--- src/rtl/sdr_reply_pkg.sv ---
// Shared constants, state encoding and payload layout for the SDR reply transmitter.
package sdr_reply_pkg;

  localparam logic [7:0] CODE_DISCOVERY  = 8'h02;
  localparam logic [7:0] CODE_ERASE_DONE = 8'h03;
  localparam logic [7:0] CODE_SEND_MORE  = 8'h04;

  localparam int unsigned PAYLOAD_LEN   = 60;
  localparam int unsigned GRANT_TIMEOUT = 4096;
  localparam int unsigned IDX_W         = $clog2(PAYLOAD_LEN + 1);
  localparam int unsigned WAIT_W        = $clog2(GRANT_TIMEOUT);

  typedef enum logic [1:0] {
    ST_IDLE = 2'd0,
    ST_REQ  = 2'd1,
    ST_SEND = 2'd2
  } state_t;

  typedef logic [IDX_W-1:0]  byte_idx_t;
  typedef logic [WAIT_W-1:0] wait_cnt_t;

  typedef struct packed {
    logic [7:0]  code;
    logic [47:0] mac;
    logic [7:0]  version;
    logic [7:0]  board;
  } reply_hdr_t;

  // Bytes 13..PAYLOAD_LEN-1 are zero padding.
  function automatic logic [7:0] payload_byte(input byte_idx_t idx, input logic [31:0] seq,
                                              input reply_hdr_t hdr);
    logic [7:0] b;
    case (idx)
      byte_idx_t'(0):  b = seq[31:24];
      byte_idx_t'(1):  b = seq[23:16];
      byte_idx_t'(2):  b = seq[15:8];
      byte_idx_t'(3):  b = seq[7:0];
      byte_idx_t'(4):  b = hdr.code;
      byte_idx_t'(5):  b = hdr.mac[47:40];
      byte_idx_t'(6):  b = hdr.mac[39:32];
      byte_idx_t'(7):  b = hdr.mac[31:24];
      byte_idx_t'(8):  b = hdr.mac[23:16];
      byte_idx_t'(9):  b = hdr.mac[15:8];
      byte_idx_t'(10): b = hdr.mac[7:0];
      byte_idx_t'(11): b = hdr.version;
      byte_idx_t'(12): b = hdr.board;
      default:         b = 8'h00;
    endcase
    return b;
  endfunction

endpackage

--- src/rtl/sdr_reply_tx_if.sv ---
// Handshake and byte stream between the reply transmitter and the UDP/MAC transmitter.
interface sdr_reply_tx_if;
  logic        udp_tx_request;
  logic        udp_tx_enable;
  logic [10:0] udp_tx_length;
  logic [7:0]  udp_tx_data;

  modport master (output udp_tx_request, output udp_tx_length, output udp_tx_data,
                  input  udp_tx_enable);
  modport slave  (input  udp_tx_request, input  udp_tx_length, input  udp_tx_data,
                  output udp_tx_enable);
endinterface

--- src/rtl/sdr_reply_arb.sv ---
// Fixed-priority request selection (erase > send_more > discovery) with one-cycle ACK pulses.
module sdr_reply_arb
  import sdr_reply_pkg::*;
(
  input  logic       tx_clock,
  input  logic       reset_n,
  input  logic       arb_enable,
  input  logic       erase_done,
  input  logic       send_more,
  input  logic       discovery_reply,
  output logic       sel_valid,
  output logic [7:0] sel_code,
  output logic       erase_ACK,
  output logic       send_more_ACK,
  output logic       discovery_ACK
);

  logic pick_erase, pick_more, pick_disc;

  always_comb begin
    pick_erase = arb_enable & erase_done;
    pick_more  = arb_enable & ~erase_done & send_more;
    pick_disc  = arb_enable & ~erase_done & ~send_more & discovery_reply;
    sel_valid  = pick_erase | pick_more | pick_disc;
    sel_code   = CODE_DISCOVERY;
    if (pick_erase)     sel_code = CODE_ERASE_DONE;
    else if (pick_more) sel_code = CODE_SEND_MORE;
  end

  // Unselected requests are simply left alone; the requester holds them until acknowledged.
  always_ff @(posedge tx_clock or negedge reset_n) begin
    if (!reset_n) begin
      erase_ACK     <= 1'b0;
      send_more_ACK <= 1'b0;
      discovery_ACK <= 1'b0;
    end else begin
      erase_ACK     <= pick_erase;
      send_more_ACK <= pick_more;
      discovery_ACK <= pick_disc;
    end
  end

endmodule

--- src/rtl/sdr_reply_tx.sv ---
// Builds and streams 60-byte discovery / EPCS status replies to the UDP transmitter.
module sdr_reply_tx
  import sdr_reply_pkg::*;
#(
  parameter logic [31:0] SEQ_INIT = '0  // sequence number value after reset
) (
  input  logic        tx_clock,
  input  logic        reset_n,
  input  logic        discovery_reply,
  input  logic        erase_done,
  input  logic        send_more,
  input  logic [47:0] local_mac,
  input  logic [7:0]  code_version,
  input  logic [7:0]  board_id,
  output logic        discovery_ACK,
  output logic        erase_ACK,
  output logic        send_more_ACK,
  output logic        sending_sync,
  output logic        tx_timeout,
  sdr_reply_tx_if.master udp
);

  state_t     state;
  logic [31:0] seq;
  reply_hdr_t hdr;
  wait_cnt_t  wait_cnt;
  byte_idx_t  byte_idx;
  logic       sel_valid;
  logic [7:0] sel_code;

  assign udp.udp_tx_length = 11'(PAYLOAD_LEN);

  sdr_reply_arb u_arb (
    .tx_clock        (tx_clock),
    .reset_n         (reset_n),
    .arb_enable      (state == ST_IDLE),
    .erase_done      (erase_done),
    .send_more       (send_more),
    .discovery_reply (discovery_reply),
    .sel_valid       (sel_valid),
    .sel_code        (sel_code),
    .erase_ACK       (erase_ACK),
    .send_more_ACK   (send_more_ACK),
    .discovery_ACK   (discovery_ACK)
  );

  always_ff @(posedge tx_clock or negedge reset_n) begin
    if (!reset_n) begin
      state              <= ST_IDLE;
      seq                <= SEQ_INIT;
      hdr                <= '0;
      wait_cnt           <= '0;
      byte_idx           <= '0;
      udp.udp_tx_request <= 1'b0;
      udp.udp_tx_data    <= '0;
      sending_sync       <= 1'b0;
      tx_timeout         <= 1'b0;
    end else begin
      tx_timeout <= 1'b0;
      case (state)
        ST_IDLE: begin
          if (sel_valid) begin
            hdr                <= '{code: sel_code, mac: local_mac,
                                    version: code_version, board: board_id};
            wait_cnt           <= '0;
            udp.udp_tx_request <= 1'b1;
            sending_sync       <= 1'b1;
            state              <= ST_REQ;
          end
        end
        ST_REQ: begin
          if (udp.udp_tx_enable) begin
            udp.udp_tx_request <= 1'b0;
            udp.udp_tx_data    <= payload_byte('0, seq, hdr);
            byte_idx           <= byte_idx_t'(1);
            state              <= ST_SEND;
          end else if (wait_cnt == wait_cnt_t'(GRANT_TIMEOUT - 1)) begin
            tx_timeout         <= 1'b1;
            udp.udp_tx_request <= 1'b0;
            sending_sync       <= 1'b0;
            wait_cnt           <= '0;
            state              <= ST_IDLE;
          end else begin
            wait_cnt <= wait_cnt + wait_cnt_t'(1);
          end
        end
        ST_SEND: begin
          // byte_idx runs one ahead of the byte on the bus; reaching PAYLOAD_LEN closes the packet.
          if (byte_idx == byte_idx_t'(PAYLOAD_LEN)) begin
            udp.udp_tx_data <= '0;
            seq             <= seq + 32'd1;
            byte_idx        <= '0;
            sending_sync    <= 1'b0;
            state           <= ST_IDLE;
          end else begin
            udp.udp_tx_data <= payload_byte(byte_idx, seq, hdr);
            byte_idx        <= byte_idx + byte_idx_t'(1);
          end
        end
        default: begin
          udp.udp_tx_request <= 1'b0;
          sending_sync       <= 1'b0;
          state              <= ST_IDLE;
        end
      endcase
    end
  end

endmodule

--- src/flat_wrapper.sv ---
// flat-port wrapper written by rule: the top's interface ports become plain ports
module sdr_reply_tx_flat import sdr_reply_pkg::*;
#(
  parameter logic [31:0] SEQ_INIT = '0                                      
)
  (tx_clock, reset_n, discovery_reply, erase_done, send_more, local_mac, code_version, board_id, discovery_ACK, erase_ACK, send_more_ACK, sending_sync, tx_timeout, udp_udp_tx_request, udp_udp_tx_length, udp_udp_tx_data, udp_udp_tx_enable);
  sdr_reply_tx_if udp_i ();
  input  logic tx_clock;
  input  logic reset_n;
  input  logic discovery_reply;
  input  logic erase_done;
  input  logic send_more;
  input  logic [47:0] local_mac;
  input  logic [7:0] code_version;
  input  logic [7:0] board_id;
  output logic discovery_ACK;
  output logic erase_ACK;
  output logic send_more_ACK;
  output logic sending_sync;
  output logic tx_timeout;
  output wire logic [$bits(udp_i.udp_tx_request)-1:0] udp_udp_tx_request;
  output wire logic [$bits(udp_i.udp_tx_length)-1:0] udp_udp_tx_length;
  output wire logic [$bits(udp_i.udp_tx_data)-1:0] udp_udp_tx_data;
  input wire logic [$bits(udp_i.udp_tx_enable)-1:0] udp_udp_tx_enable;
  assign udp_udp_tx_request = udp_i.udp_tx_request;
  assign udp_udp_tx_length = udp_i.udp_tx_length;
  assign udp_udp_tx_data = udp_i.udp_tx_data;
  assign udp_i.udp_tx_enable = udp_udp_tx_enable;
  sdr_reply_tx #(.SEQ_INIT(SEQ_INIT)) u_core (.tx_clock(tx_clock), .reset_n(reset_n), .discovery_reply(discovery_reply), .erase_done(erase_done), .send_more(send_more), .local_mac(local_mac), .code_version(code_version), .board_id(board_id), .discovery_ACK(discovery_ACK), .erase_ACK(erase_ACK), .send_more_ACK(send_more_ACK), .sending_sync(sending_sync), .tx_timeout(tx_timeout), .udp(udp_i));
endmodule
--- config.mk ---
export PLATFORM = sky130hd
export DESIGN_NAME = sdr_reply_tx_flat
export DESIGN_NICKNAME = d
export VERILOG_FILES = /design/src/rtl/sdr_reply_pkg.sv /design/src/rtl/sdr_reply_tx_if.sv /design/src/rtl/sdr_reply_arb.sv /design/src/rtl/sdr_reply_tx.sv /design/src/flat_wrapper.sv
export SDC_FILE = /design/constraint.sdc
export NUM_CORES = 1
export LEC_CHECK = 0
export BUFFER_PORTS_ARGS = -buffer_cell sky130_fd_sc_hd__buf_2
export CAP_MARGIN = 5
export CORE_AREA = 2 2 134 136
export CTS_BUF_LIST = sky130_fd_sc_hd__clkbuf_8
export DETAILED_ROUTE_END_ITERATION = 7
export DIE_AREA = 0 0 136 138
export SYNTH_ARGS = -nofsm -noshare
export SYNTH_HDL_FRONTEND = slang
export SYNTH_SLANG_ARGS = --single-unit
export TNS_END_PERCENT = 5
--- constraint.sdc ---
create_clock -name tx_clock -period 2.3 [get_ports tx_clock]
set_clock_uncertainty 0.15 [all_clocks]
set_input_delay 0.23 -clock tx_clock [delete_from_list [all_inputs] [get_ports tx_clock]]
set_output_delay 0.23 -clock tx_clock [all_outputs]
set_load 0.03 [all_outputs]
## Word level (Yosys, flattened, before mapping)

Cells that the tools add are included.

| storage, ports and cells | value |
|---|---|
| register bits | 138 |
| bits of input ports | 70 |
| output and inout bits | 25 |
| logic and storage cells | 89 |

| cells by class | value |
|---|---|
| add/subtract/negate cells | 3 |
| eq/ne operators | 22 |
| mux-type cells | 28 |
| bitwise gates (word level) | 10 |
| reductions and logical operators | 11 |

Operator list:

| kind | count |
|---|---|
| 8-bit one-hot mux with 13 select lines | 1 |
| 12-bit two-way mux | 3 |
| 32-bit by 1-bit adder with 32-bit output, second input constant | 1 |
| 6-bit by 4-bit == test with 1-bit output, second input constant | 5 |
| 6-bit by 3-bit == test with 1-bit output, second input constant | 4 |
| 8-bit two-way mux | 3 |
| 12-bit one-hot mux with 2 select lines | 1 |
| 8-bit one-hot mux with 2 select lines | 1 |
| 12-bit by 1-bit adder with 12-bit output, second input constant | 1 |
| 12-bit == test, second input constant | 1 |
| 6-bit by 2-bit == test with 1-bit output, second input constant | 2 |
| 6-bit two-way mux | 2 |
| 6-bit one-hot mux with 2 select lines | 1 |
| 3-bit AND reduction | 3 |
| 1-bit two-way mux | 8 |
| 2-bit two-way mux | 4 |
| 6-bit by 1-bit adder with 6-bit output, second input constant | 1 |
| 6-bit by 1-bit == test with 1-bit output, second input constant | 1 |
| 6-bit == test, second input constant | 1 |
| 6-bit zero test | 1 |
| 2-bit by 1-bit inequality test with 1-bit output, second input constant | 3 |
| 1-bit one-hot mux with 3 select lines | 2 |
| 2-bit one-hot mux with 3 select lines | 1 |
| 2-bit AND reduction | 3 |
| 11 further kinds | 20 |

## Longest topological paths before layout

Gate-level depths: netlist of the first run.

| depth | value |
|---|---|
| depth in word-level cells | 7 |
| mapped depth | 9 |
| depth with buffers taken out | 7 |

## Hierarchy

Synthesis of the first run repeated with hierarchy kept, for this count alone.

| unflattened totals | value |
|---|---|
| cells, all modules | 746 |
| area, all modules | 6816.5 um^2 |

By module, submodules not included:

| module | instances | cells an instance | area an instance (um^2) | seq. area each (um^2) |
|---|---|---|---|---|
| sdr_reply_tx | 1 | 730 | 6637.6 | 3378.2 |
| sdr_reply_arb | 1 | 16 | 178.9 | 75.1 |

## Worst setup path after synthesis of the first run

No wires, ideal clock.

| timing | value |
|---|---|
| path kind | reg-to-reg |
| start | register u_core.byte_idx[1] |
| end | register u_core.udp.udp_tx_data[0] |
| setup time | 0.124 ns |
| arrival time | 1.832 ns |
| required time | 2.026 ns |
| slack | 0.194 ns |
| cell stages (with the launch flop) | 10 |
| path buffers | 2 |
| period minus slack after synthesis | 2.106 ns |
| cells stage by stage | dfrtp_1 > inv_1 > ha_1 > buf_2 > nor2b_1 > and3_1 > clkbuf_1 > a22oi_1 > nand4_1 > o31a_1 |

| on the way | value |
|---|---|
| word-level cells in the longest chain between the ends | 4 |
| elaborated cells on any way between the ends | 17 |
| classes of those cells | eq/ne (13); mux (3); reduce/logical (1) |

Ends and longest elaborated chain:

| item | RTL line | source |
|---|---|---|
| start, declared | sdr_reply_tx.sv:27 | `byte_idx_t byte_idx;` |
| start signal, assigned | sdr_reply_tx.sv:75 | `byte_idx <= byte_idx_t'(1);` |
| start signal, assigned | sdr_reply_tx.sv:97 | `byte_idx <= byte_idx + byte_idx_t'(1);` |
| 6-bit by 4-bit == test with 1-bit output (tied with other cells) | sdr_reply_pkg.sv:33 | `case (idx)` |
| 8-bit one-hot mux with 13 select lines | sdr_reply_pkg.sv:33 |  |
| 8-bit two-way mux (*) | sdr_reply_tx.sv:89 | `if (byte_idx == byte_idx_t'(PAYLOAD_LEN)) begin` |
| 8-bit one-hot mux with 2 select lines (*) | sdr_reply_tx.sv:60 | `case (state)` |
| end signal, assigned | sdr_reply_tx.sv:74 | `udp.udp_tx_data <= payload_byte('0, seq, hdr);` |
| end signal, assigned | sdr_reply_tx.sv:96 | `udp.udp_tx_data <= payload_byte(byte_idx, seq, hdr);` |
| end, declared | sdr_reply_tx_if.sv:8 | `modport master (output udp_tx_request, output udp_tx_length, output udp_tx_data,` |

Every way passes the cells marked *; elsewhere a longest branch is shown, timed or not.
A chain may end at the register's enable or synchronous reset.

## Worst setup path in the final report of the first run

| timing | value |
|---|---|
| start | register u_core.byte_idx[0] |
| end | register u_core.udp.udp_tx_data[5] |

The elaborated chain is that of the path after synthesis.

==> results of run 1 <==
## state kept, by name, indices dropped and copies added, names as in the netlist
name                        count
u_core.sending_sync             1
u_core.u_arb.erase_ACK          1
u_core.u_arb.discovery_ACK      1
u_core.u_arb.send_more_ACK      1
u_core.wait_cnt                12
u_core.udp.udp_tx_request       1
u_core.hdr                     67
u_core.state                    2
u_core.udp.udp_tx_data          8
u_core.tx_timeout               1
u_core.byte_idx                 6
u_core.seq                     32
## cell type report
cell class / count / area [um^2] / area share
inverter: 12 / 45.04 / 0.005117
clock inverter: 15 / 198.9 / 0.02260
multi-input combinational: 430 / 3217 / 0.3655
sequential: 133 / 3331 / 0.3784
timing repair buffer: 195 / 1490 / 0.1693
tap: 229 / 286.5 / 0.03255
clock buffer: 17 / 234.0 / 0.02658
## placed cells by master, fill, tap and decap left out, types with 16 or more instances in the layout
cell           Yosys  final
nor2_1            33     30
nand3_1           35     35
dfrtp_1          133    131
inv_1             12     17
buf_4             18     41
xnor2_1           21     21
nand4_1           18     18
nand2_1           39     39
xor2_1            16     16
buf_2             11     82
o21ai_0           16     16
clkbuf_8           0     17
mux2_2            60     60
a22oi_1           20     19
dlygate4sd3_1      0     66
## logic make-up after synthesis
kind of cell / Yosys count
mux: 73
buf+inv: 55
fa+ha+maj: 6
other cells: 2
simple gates: 204
flops: 133
xor+xnor: 37
compound gates: 98
## cell usage after synthesis, types with 16 or more instances
cell type  instances
mux2_2            60
xor2_1            16
nand2_1           39
nor2_1            33
o21ai_0           16
buf_4             18
nand3_1           35
dfrtp_1          133
xnor2_1           21
nand4_1           18
a22oi_1           20
## final timing paths
path                                                      from                                     to  depth (start not counted)
worst max register to register  u_core.byte_idx[0]$_DFFE_PN0P_  u_core.udp.udp_tx_data[5]$_DFFE_PN0P_                          8
min in group tx_clock                               erase_done       u_core.u_arb.erase_ACK$_DFF_PN0_                          3
max in group asynchronous                              reset_n         u_core.byte_idx[3]$_DFFE_PN0P_                          3
worst min-delay path                                   reset_n              u_core.hdr[6]$_DFFE_PN0P_                          2
worst min register to register      u_core.hdr[66]$_DFFE_PN0P_             u_core.hdr[66]$_DFFE_PN0P_                          1
worst max-delay path            u_core.byte_idx[0]$_DFFE_PN0P_  u_core.udp.udp_tx_data[5]$_DFFE_PN0P_                          8
## power by group
group	internal [mW]	total (mW)	switching (mW)	leakage (nW)
logic	1.65	3.35	1.70	2.08
clock network	1.26	2.17	0.904	0.237
registers	3.07	3.62	0.546	1.68
## per-stage QoR
step | util | cell area, um^2 | power [mW] | hold WS, ps
final | 0.5020 | 8802 | 9.139 | 65.37
after CTS | 0.5000 | 8767 | 9.123 | 47.41
after global placement | 0.4353 | 7632 | 6.712 | -21.44
after global routing | 0.5020 | 8802 | 9.645 | 64.78
after detailed placement | 0.4353 | 7632 | 6.809 | -13.59
after floorplan | - | 6804 | 5.702 | -215.6
## what timing repair did
item	in CTS	in global routing
hold buffers	66	0
resized for setup	7	11
hold endpoints to repair	199	0
endpoints found under the setup margin	69	34
gates cloned	1	0
pin swaps	1	6
buffers inserted	0	1
## metal layers
| metal | wire length [um] | track usage |
|---|---|---|
| met5 | 0 | 0 |
| met4 | 406 | 0.07292 |
| met3 | 819 | 0.04327 |
| met2 | 9328 | 0.3441 |
| met1 | 8951 | 0.2980 |
==> impl_summary.md, run 1 <==
Cells and area
Relative to the synthesized area, the layout overhead comes to 30.01%. Counting the fill cells in the layout gives 1,555. The number of diodes is 0. For this run, the post-layout net count is 865. The number of standard cells in the layout, taps in and fillers out is 1,031. Of the cells placed in the final design, the portion with a size suffix greater than 1 is 0.3167.

Synth
The main flop type after synthesis is dfrtp_1. The cell count after synthesis is 608. The fraction of synthesis flops using an asynchronous set or reset pin is 1.000. Counting flops with a built-in enable in the synthesized netlist gives 0.

Of the total synthesized cell area, the portion taken by AND, OR, NAND and NOR gates is 0.1739. The synthesized-area fraction occupied by ao, oa, aoi and oai cells is 0.1042. Dividing the synthesized area by the synthesized cell count gives 11.14 um^2. Sorting the synthesized cells by area gives the leading types as dfrtp_1 (49%), mux2_2 (10%), xnor2_1 (2.7%).

The netlist uses 67 different library cells. The synthesized design contains 133 register bits. Measured against the total synthesized area, the mux share comes to 0.1227.

The mapped cell area is 0.006770 mm^2. Of the total synthesized cell area, the portion taken by full adders, half adders and majority gates is 0.01109. The XOR/XNOR share of the synthesized area is 0.04787.

The total number of yosys warnings is 0. The share of the synthesized area in the top cell type is 0.4916. By area, the combinational part of the netlist is dominated by simple AND/OR/NAND/NOR gates. The top cell type by total area after synthesis is dfrtp_1.

The share of the yosys chip area belonging to registers is 0.4916.

Worst setup path
The critical path class is flop to flop. The cell family contributing the most delay on the critical path is simple AND/OR/NAND/NOR gates. The critical path data required time is 2530 ps. Walking the worst path, the cells encountered are inv_2, ha_1, or3b_1, nor3_2, buf_4, a221oi_2, a41oi_2, a221o_1. For this run, the slowest stage of the critical path takes 460 ps. The kind of launch point of the worst setup path is a flop.

The endpoint class of the critical path is a flop. The critical path data arrival time is 2510 ps. The largest individual stage delay along the critical path comes from the cell dfrtp_2. The setup slack of the most critical reg-to-reg path is 20 ps. The maximum fanout encountered on the critical timing path is 6. Counting both buffers and inverters, the worst setup path holds a total of 2.

Drt
The DRC marker count from the first detailed-route iteration is 414. The DRC violations left is 0. Before antenna repair, the detailed router went through 5 iterations. The post-detailed-routing wire length is 19,510 um.

The detailed router placed 5,525 vias in this run. Using the TritonRoute via totals, the vias-per-cell ratio works out to 5.359. The count of nets left with antenna violations once routing finished came out at 0. The average routed wire per standard cell is 18.92 um.

Place
The worst setup timing slack at the placement stage is -121.3 ps. The final weighted congestion in routability-driven placement is 0.9141. The half-perimeter wire length after detailed placement is 14,110 um. The number of instances in the placed design is 931.

Port buffering added 83 buffers.

Floorplan
The starting density of the core is 0.3861. The core region is 0.01753 mm^2. The die is 138 um tall. In this run the horizontal extent of the chip is 136 um. The full die area is 0.01877 mm^2.

The number of ports placed on the die boundary is 95. The floorplan has 49 rows.

GRT
The wire length of the first global-routing pass is 31,440 um. The total congestion overflow is 0. Entering global routing, the biggest net connects 56 pins. The initial antenna violation count is 0. The number of global-route vias before repair is 5,736. The total routing resource utilization after global routing is 0.2172.

Hold path
The worst min-delay path category is input pin to async pin.

Clock tree
The tree is rooted in a clkbuf_8. TritonCTS built the clock tree. Counting along the longest clock path gives a buffer depth of 2. The clock reaches the later pin of the worst-skew pair after 440 ps.

The H-tree generated during clock tree synthesis spans 4 levels. After clock tree synthesis, the clock-pin slew on the worst setup and hold paths is 80 ps. TritonCTS created 17 clock buffers.

The number of clock sinks is 133.

Power and ir drop
The power per unit of standard cell area is 1038 mW/mm^2. Summed over all cells, the static leakage comes to 3.994 nW. The worst voltage drop across the vdd grid is 0.5955 mV.

Timing
The final number of max-transition violations is 0. The count of final hold-check violations came to 0. Setup violations remaining at the end of the flow were counted as 0. Dividing the final minimum period by the clock period gives 0.9926. Once routing completed, OpenROAD measured the worst setup slack at 16.93 ps. The worst max-slew margin expressed relative to the limit is 0.3134.

Setup repair after global routing could not meet its margin everywhere. The total negative setup slack is 0 ps. The measured slew at the worst slew-check pin is 1024 ps. Static timing analysis puts the maximum clock frequency at 0.4380 GHz. The final period demand of the worst path is 2283 ps.

Run
The reported max-cap violation count is 0.

Run status
The run finished with clean final reports.
Power figures use the tool's default switching activity.
==> run 2, diff against run 1 <==
--- a/config.mk
+++ b/config.mk
@@ -8,7 +8,6 @@
 export BUFFER_PORTS_ARGS = -buffer_cell sky130_fd_sc_hd__buf_2
 export CAP_MARGIN = 5
 export CORE_AREA = 2 2 134 136
-export CTS_BUF_LIST = sky130_fd_sc_hd__clkbuf_8
 export DETAILED_ROUTE_END_ITERATION = 7
 export DIE_AREA = 0 0 136 138
 export SYNTH_ARGS = -nofsm -noshare
==> run 2 against run 1 <==
Against the previous run: the flow now finishes with violations (negative setup slack); count of clock-buffer cells in the layout rose by 6; setup slack got worse by 66 ps; combinational power barely moved; cell area rose by 2.0%; hold slack got worse by 45 ps; highest routed layer unchanged.
==> impl_summary.md, run 2 (synthesized netlist as in run 1, its figures left out) <==
Power and ir drop
The logic gate share of total power came to 0.338 (-0.028). The worst voltage drop across the vdd grid is 0.6662 mV (+12%). The sequential share of power came to 0.367 (-0.029).

The power per unit of standard cell area is 1100 mW/mm^2 (+5.9%). The cell-internal power came to 6.637 mW (+11%). The switching power of the nets is 3.238 mW (+2.7%). The clock network fraction of design power is 0.295 (+0.058). The leakage component of the power is 4.050 nW (+1.4%). The switching share of power was 0.3279 (-0.01721).

Run status
The flow ran to the end, but the final reports show violations. The final reports fail on negative setup slack.

Worst setup path
The maximum fanout encountered on the critical timing path is 6 (unchanged). The cell with the largest stage delay on the worst path is dfrtp_2. The critical path class is flop to flop.

The delay of the slowest cell on the worst path was 410 ps (-50 ps). STA classifies the critical path endpoint as a flop. Walking the worst path, the cells encountered are inv_1, ha_1, or3b_1, nor3_2, buf_4, a221oi_1, a41oi_2, a221o_1. The critical path data arrival time is 2500 ps (about the same). STA classifies the critical path startpoint as a flop. The critical path data required time is 2460 ps (-70 ps). The number of buffer and inverter instances along the worst setup path is 2 (unchanged). Broken down by cell family, the worst path's largest delay share belongs to compound AO/OA/AOI/OAI gates.

Floorplan
The starting density of the core is 0.3861 (unchanged). The full die area is 0.01877 mm^2 (unchanged). The width of the die is 136 um (unchanged).

The number of placement rows was 49 (unchanged). The number of ports placed on the die boundary came to 95 (unchanged). The vertical extent of the die is 138 um (unchanged). The total core area is 0.01753 mm^2 (unchanged).

GRT
The number of global-route vias before repair came to 5,742 (+0.10%). The initial antenna violation count came to 0 (unchanged). The total congestion overflow is 0 (unchanged).

The largest net degree at the start of global routing is 56 (unchanged). The wire length of the first global-routing pass is 31,670 um (+0.75%). The total routing resource utilization after global routing is 0.2186 (+0.001350).

Clock tree
The number of H-tree branching levels came to 4 (unchanged). The clock buffer count from CTS is 17 (unchanged). The clock-pin slew of the registers on the worst-case setup and hold paths was 60 ps (-20 ps).

The insertion delay of the later-clocked pin in the worst-skew pair is 420 ps (-20 ps). TritonCTS built the clock tree. The number of clock sinks is 133 (unchanged).

The tree is rooted in a clkbuf_16. The maximum clock insertion buffer count was 2 (unchanged).

Cells and area
The largest register by flop count is u_core.hdr. The largest registers in the layout are u_core.hdr: 67 flops, u_core.seq: 32 flops, u_core.wait_cnt: 12 flops. The number of standard cells in the layout, taps in and fillers out is 1,030 (-0.097%). In the layout the commonest cells are dfrtp_1 (131), buf_2 (82), dlygate4sd3_1 (65).

The number of flip-flops in the largest register is 67 (unchanged). The number of diodes is 0 (unchanged). Compared with the post-synthesis result, the final layout area differs by 32.62%. The total non-filler cell area in the finished layout was 0.008979 mm^2 (+2.0%).

The fraction of final layout cells with drive strength greater than 1 is 0.3146 (-0.002101). Leaving out fill and tap cells, the most frequent cell in the layout is dfrtp_1. The number of nets in the layout is 864 (-0.12%).

Hold path
The worst min-delay path category is input pin to flop.

Timing
The count of final hold-check violations is 0 (unchanged). The final number of max-transition violations is 0 (unchanged). The timing-limited maximum frequency was 0.4258 GHz (-2.8%). The total negative setup slack was -55.60 ps (-55.60 ps).

The final period demand of the worst path is 2349 ps (+65.51 ps). The count of endpoints failing setup in the final report came to 2 (+2). The worst max-slew margin expressed relative to the limit came to 0.3395 (+0.02615). The measured slew at the worst slew-check pin came to 985.4 ps (-39.01 ps). The final critical-path setup slack came to -48.58 ps (-65.51 ps). Setup repair after global routing could not meet its margin everywhere. The final critical-path share of the clock period is 1.021 (+0.02848).

Drt
The post-detailed-routing wire length is 19,600 um (+0.48%). The DRC marker count from the first detailed-route iteration was 431 (+4.1%). The routed via count was 5,502 (-0.42%). The detailed-router iteration count before antenna repair came to 5 (unchanged). The detailed-route vias per instance is 5.342 (-0.32%).

The average routed wire per standard cell is 19.03 um (+0.57%). The DRC violations left came to 0 (unchanged). The residual antenna-violating net count after detailed routing is 0 (unchanged).

Place
The number of buffers inserted by port buffering was 83 (unchanged). The half-perimeter wire length after detailed placement came to 14,110 um (unchanged). The final weighted congestion in routability-driven placement is 0.9141 (unchanged). The placed cell area is 0.007632 mm^2 (unchanged). The number of instances in the placed design is 931 (unchanged).

Run
The reported max-cap violation count came to 0 (unchanged).
[run 2: cell types whose count changed in the layout (fill, tap and decap cells not counted), moves of 2 or more]
cell | previous run | this run
a221oi_1 | 2 | 4
nor2_2 | 2 | 0
clkbuf_1 | 0 | 6
clkbuf_16 | 0 | 17
clkbuf_8 | 17 | 0
inv_1 | 17 | 12
a221oi_2 | 2 | 0
[run 2: worst paths after layout]
kind / startpoint / end / slack, ps / cells after the start
worst min-delay path: udp_udp_tx_enable / u_core.wait_cnt[2]$_DFFE_PN0P_ / 20 / 2
worst max register to register: u_core.byte_idx[0]$_DFFE_PN0P_ / u_core.udp.udp_tx_data[5]$_DFFE_PN0P_ / -50 / 8
worst max-delay path: u_core.byte_idx[0]$_DFFE_PN0P_ / u_core.udp.udp_tx_data[5]$_DFFE_PN0P_ / -50 / 8
worst min register to register: u_core.hdr[66]$_DFFE_PN0P_ / u_core.hdr[66]$_DFFE_PN0P_ / 340 / 1
min in group asynchronous: reset_n / u_core.hdr[6]$_DFFE_PN0P_ / 90 / 2
max in group asynchronous: reset_n / u_core.byte_idx[3]$_DFFE_PN0P_ / 1290 / 3
[run 2: per-layer routing]
layer	share of wire	GRT usage	vias to the layer above
met1	0.46	0.3005	2782
met2	0.49	0.3518	137
li1	-	-	2564
met4	0.017	0.06524	0
met5	0	0	-
met3	0.038	0.04034	19
[run 2: power groups by stage]
stage               logic, mW  registers, mW  clock network [mW]
CTS                      3.31           3.60                2.95
detailed placement       3.18           3.63                   0
global placement         3.10           3.61                   0
floorplan                2.18           3.52                   0
finish                   3.34           3.62                2.91
global route             3.62           3.70                3.07
[run 2: through the flow]
stage	hold WS, ps	util	power (mW)	setup WS, ps
final	20.05	0.5121	9.875	-48.58
after floorplan	-215.6	-	5.702	193.9
after global placement	-21.44	0.4353	6.712	-132.1
after global routing	25.77	0.5121	10.38	-133.8
after CTS	2.881	0.5100	9.865	-92.34
after detailed placement	-13.59	0.4353	6.809	-121.3
[run 2: what timing repair did]
action                                  4_1_cts  5_1_grt
endpoints found under the setup margin       69       32
hold endpoints to repair                    197        0
buffers inserted                              0        1
pin swaps                                     1        5
hold buffers                                 65        0
cloned                                        1        0
resized for setup                             6       11
[run 2: area by class of cell]
| type | instances | area [um^2] |
|---|---|---|
| Multi-Input combinational cell | 430 | 3216 |
| Clock buffer | 23 | 447.9 |
| Sequential cell | 133 | 3331 |
| Timing Repair Buffer | 194 | 1476 |
| Inverter | 12 | 45.04 |
| Tap cell | 229 | 286.5 |
| Clock inverter | 9 | 176.4 |
| Fill cell | 1534 | 8556 |
